### src/rtl/reg_bank_ctrl.sv
// reg_bank_ctrl: sequences single writes/reads into a register bank over RW/EA/D/QA; `WRITE_READBACK_EN verifies each write by reading it back
module reg_bank_ctrl #(
  parameter int NREGS = 4,
  parameter int W = 16,
  parameter int IDXW = 2
) (
  input  logic             CLK,
  input  logic             CLR,
  input  logic             req_valid,
  output logic             req_ready,
  input  logic             req_wr,
  input  logic [IDXW-1:0]  req_idx,
  input  logic [W-1:0]     req_wdata,
  output logic             rsp_valid,
  input  logic             rsp_ready,
  output logic [W-1:0]     rsp_rdata,
  output logic             rsp_err,
  output logic [NREGS-1:0] RW,
  output logic [NREGS-1:0] EA,
  output logic [W-1:0]     D,
  input  logic [W-1:0]     QA
);
  typedef enum logic [2:0] {IDLE, WR, RD_EN, RD_CAP, RSP} state_t;
  state_t state;
  logic [IDXW-1:0] idx;
  logic [NREGS-1:0] sel, req_sel;
  logic req_oor;
`ifdef WRITE_READBACK_EN
  logic wr;
  logic [W-1:0] wdata;
`endif
  assign sel = NREGS'(1) << idx;
  assign req_sel = NREGS'(1) << req_idx;
  assign req_oor = {1'b0, req_idx} >= (IDXW+1)'(NREGS);
  always_ff @(posedge CLK) begin
    if (CLR) begin
      state <= IDLE;
      req_ready <= 1'b0;
      rsp_valid <= 1'b0;
      rsp_rdata <= '0;
      rsp_err <= 1'b0;
      RW <= '1;
      EA <= '0;
      D <= '0;
      idx <= '0;
`ifdef WRITE_READBACK_EN
      wr <= 1'b0;
      wdata <= '0;
`endif
    end else begin
      case (state)
        IDLE:
          if (req_ready && req_valid) begin
            idx <= req_idx;
            req_ready <= 1'b0;
`ifdef WRITE_READBACK_EN
            wr <= req_wr;
            wdata <= req_wdata;
`endif
            if (req_oor) begin
              state <= RSP;
              rsp_valid <= 1'b1;
              rsp_err <= 1'b1;
              rsp_rdata <= '0;
            end else if (req_wr) begin
              state <= WR;
              RW <= ~req_sel;
              D <= req_wdata;
            end else begin
              state <= RD_EN;
              EA <= req_sel;
            end
          end else req_ready <= 1'b1;
        WR: begin
          RW <= '1;
`ifdef WRITE_READBACK_EN
          state <= RD_EN;
          EA <= sel;
`else
          state <= RSP;
          rsp_valid <= 1'b1;
          rsp_rdata <= '0;
          rsp_err <= 1'b0;
`endif
        end
        RD_EN: state <= RD_CAP;
        RD_CAP: begin
          state <= RSP;
          EA <= '0;
          rsp_valid <= 1'b1;
          rsp_rdata <= QA;
`ifdef WRITE_READBACK_EN
          rsp_err <= wr && (QA != wdata);
`else
          rsp_err <= 1'b0;
`endif
        end
        RSP:
          if (rsp_ready) begin
            state <= IDLE;
            rsp_valid <= 1'b0;
            req_ready <= 1'b1;
          end
        default: state <= IDLE;
      endcase
    end
  end
endmodule

### config.mk
export PLATFORM = sky130hd
export DESIGN_NAME = reg_bank_ctrl
export DESIGN_NICKNAME = d
export VERILOG_FILES = /design/src/rtl/reg_bank_ctrl.sv
export SDC_FILE = /design/constraint.sdc
export NUM_CORES = 1
export LEC_CHECK = 0
export CAP_MARGIN = 20
export CORE_MARGIN = 4
export CORE_UTILIZATION = 40
export CTS_BUF_LIST = sky130_fd_sc_hd__clkbuf_8
export CTS_CLUSTER_SIZE = 25
export DETAILED_ROUTE_END_ITERATION = 6
export HOLD_SLACK_MARGIN = 0.03
export PLACE_DENSITY_LB_ADDON = 0.2
export SLEW_MARGIN = 0
export SYNTH_ARGS = -nofsm -noshare
export SYNTH_HDL_FRONTEND = slang
export SYNTH_SLANG_ARGS = --single-unit
### constraint.sdc
create_clock -name CLK -period 2.2 [get_ports CLK]
set_input_delay 0.44 -clock CLK [delete_from_list [all_inputs] [get_ports CLK]]
set_output_delay 0.44 -clock CLK [all_outputs]
set_load 0.03 [all_outputs]
==> impl_metrics.tcl <==
set metrics [dict create \
    synth_compound_area_share_pct 20.90 \
    cp_data_required_time_ps 1760 \
    status "finished, final reports clean" \
    synthSimpleGateAreaFrac_pct 21.23 \
    p_leak_nw 0.9983 \
    path_buf_inv 1 \
    vias 1833 \
    synthMuxAreaShare_pct 0 \
    cap_violations 0 \
    min_to "rsp_rdata[7]$_SDFFE_PP0P_" \
    rsz0062_at_grt "no" \
    criticalPathCategory "reg -> out" \
    chipHeight_um 75.90 \
    die_w_um 75.90 \
    synth-seq-cells 45 \
    worst-path-max-fanout 6 \
    antenna_found_initial 0 \
    htreeDepth 2 \
    synth_fp_nets 266 \
    hold_path.startpoint "rsp_rdata[7]$_SDFFE_PP0P_" \
    grt_pass1_wl_mm 7.714 \
    postSynthCellCount 227 \
    ctsResizeCount 0 \
    reg2reg_slack_ps 430 \
    cts_sinks 45 \
    pin_count 82 \
    firstDrtPassIters 4 \
    grt_util_all_layers_pct 15.86 \
    r2r-end "EA[0]$_SDFFE_PP0P_" \
    gp_congestion 0.8102 \
    clk_pin_slew_ps 80 \
    synthAdderAreaFrac_pct 0 \
    layout_commonest_cell "clkdlybuf4s50_1" \
    fmax_mhz 530.2 \
    diodes 0 \
    worst_ep_arrival_time_ps 1450 \
    drive_gt1_share_pct 4.651 \
    r2r_cells 3 \
    tns_ps 0 \
    max_slew_margin_pct 56.95 \
    synth_top_area_share_pct 48.85 \
    grt_start_max_net_pins 41 \
    synth_area_per_cell_sq_um 8.125 \
    portBuffers 80 \
    clk_latency_ps 290 \
    cts_tree "done" \
    grt_pass1_vias 1667 \
    period_needed_ps 1886 \
    postCtsHoldBufs 0 \
    slowest_delay_ps 710 \
    drt_iter0_drc 69 \
    rr_startpoint "state[2]$_SDFFE_PP0P_" \
    cpMaxStageDelayCell "clkdlybuf4s50_1" \
    post_cts_buffers 0 \
    core_area_sq_um 4414 \
    worstMarginPinSlew_ps 645.8 \
    synthesis.area_sq_um 1844 \
    post-route-period-util_pct 85.72 \
    ir_worst_vdd_mv 0.3811 \
    finalPower_w 0.001636 \
    yosysTopAreaCell "dfxtp_1" \
    hold_viol_final 0 \
    crit_chain "clkdlybuf4s50_1" \
    hpwl_mm 3.234 \
    hp-class "reg -> reg" \
    maxSlewViolCount 0 \
    cts_buffers 5 \
    start_util_pct 41.78 \
    synth_top_family_by_area "simple AND/OR/NAND/NOR gates" \
    worst_setup_path_start_kind "flip-flop" \
    finalWirelength_mm 4.681 \
    holdPathStages 2 \
    fin_skew_ps 4.430 \
    antenna_left 0 \
    wl_per_cell_um 13.26 \
    nNetsFinal 340 \
    critPathCaptureType "output pin" \
    seq_area_frac_synth_pct 48.85 \
    drc 0 \
    crit_family "buffers and inverters" \
    synthDistinctLibCells 30 \
    clock-root-buffer "clkbuf_8" \
    rows 24 \
    mostFrequentLayoutCells "clkdlybuf4s50_1 (80), dfxtp_1 (45), a21oi_1 (40)" \
    die-area_sq_um 5761 \
    power-per-cell-area_nw_per_um2 595.0 \
    syn_to_final_growth_pct 49.12 \
    yosys-top-cells-area "dfxtp_1 (49%), a21oi_1 (11%), or3_1 (5.8%), nand3_1 (4.3%), o21ai_0 (4.3%)" \
    yosys_warnings 0 \
    clockBufferDepth 2 \
    grt_overflow 0 \
    synth-xor-area-share_pct 0 \
    vias_per_cell 5.193 \
    finalSetupViolations 0 \
]
[metal layers]
layer	vias up	share of wire, %	global-route usage (%)
met1	853	46	21.54
met3	5	5.0	4.147
met2	52	48	24.23
met5	-	0	0
met4	0	1.0	5.516
li1	923	-	-
[metrics by stage]
stage          cells  setup slack [ps]  hold slack (ps)  instance area [sq um]  util, %
2_1_floorplan    227             425.2            534.6                   1844        -
3_3_place_gp     346             394.4            437.0                   2664    60.35
3_5_place_dp     346             343.1            442.1                   2664    60.35
4_1_cts          353             307.9            453.1                   2750    62.30
5_1_grt          353             268.1            477.5                   2750    62.30
6_report         353             314.1            450.3                   2750    62.30
[flip-flops by register name, indices dropped and copies added (netlist names)]
signal     flops
EA             4
D             16
req_ready      1
rsp_valid      1
state          3
RW             4
rsp_rdata     16
[synthesized netlist by cell type]
master / number
nor3b_1: 3
a211oi_1: 1
nand2_1: 18
o21bai_1: 1
a31o_1: 4
or2b_1: 1
clkbuf_1: 12
buf_6: 2
buf_1: 3
or2_4: 1
and2b_1: 1
or3_1: 17
inv_1: 19
buf_2: 1
conb_1: 1
buf_4: 1
o21a_1: 2
or4b_4: 1
a31oi_1: 2
nand3_1: 16
a311oi_1: 1
nor3_1: 2
nor4_1: 3
a311o_1: 1
a21oi_1: 40
dfxtp_1: 45
nand2b_1: 3
o21ai_0: 16
nor2_1: 8
o31a_1: 1
[power by group]
group	total (W)	leakage (nW)	internal [W]	switching, W
logic	0.000285	0.586	0.000131	0.000154
clock network	0.000500	0.0485	0.000245	0.000255
registers	0.000852	0.364	0.000836	0.0000160
[how the worst max path moves through the flow]
stage | start | to | slack [ps] | depth (start not counted)
2_1_floorplan | req_ready$_SDFFE_PP0P_ | EA[1]$_SDFFE_PP0P_ | 430 | 4
3_3_place_gp | req_valid | D[9]$_SDFFE_PP0P_ | 390 | 5
3_5_place_dp | req_valid | D[8]$_SDFFE_PP0P_ | 340 | 5
4_1_cts | req_ready$_SDFFE_PP0P_ | req_ready | 310 | 1
5_1_grt | req_ready$_SDFFE_PP0P_ | req_ready | 270 | 1
6_report | req_ready$_SDFFE_PP0P_ | req_ready | 310 | 1
[layout make-up]
type,instances,area [sq um]
clock buffer,6,82.58
clock inverter,1,3.754
timing repair buffer,86,845.8
inverter,19,71.32
multi-input combinational,144,780.7
tap,52,65.06
sequential,45,900.9
fill,400,1664
[worst reg2reg max path: cells and delay by family, from the launching register on]
family             cells  cell delay, ps
and+or+nand+nor        2            1090
AOI/OAI and AO/OA      1             200
DFF                    1             380
[logic make-up (layout without fill, tap and decap cells)]
| kind of cell | after synthesis | after routing |
|---|---|---|
| AOI/OAI and AO/OA | 69 | 69 |
| buffers and inverters | 38 | 112 |
| DFF | 45 | 45 |
| other | 1 | 1 |
| and+or+nand+nor | 74 | 74 |
(Power assumes the default switching activity.)
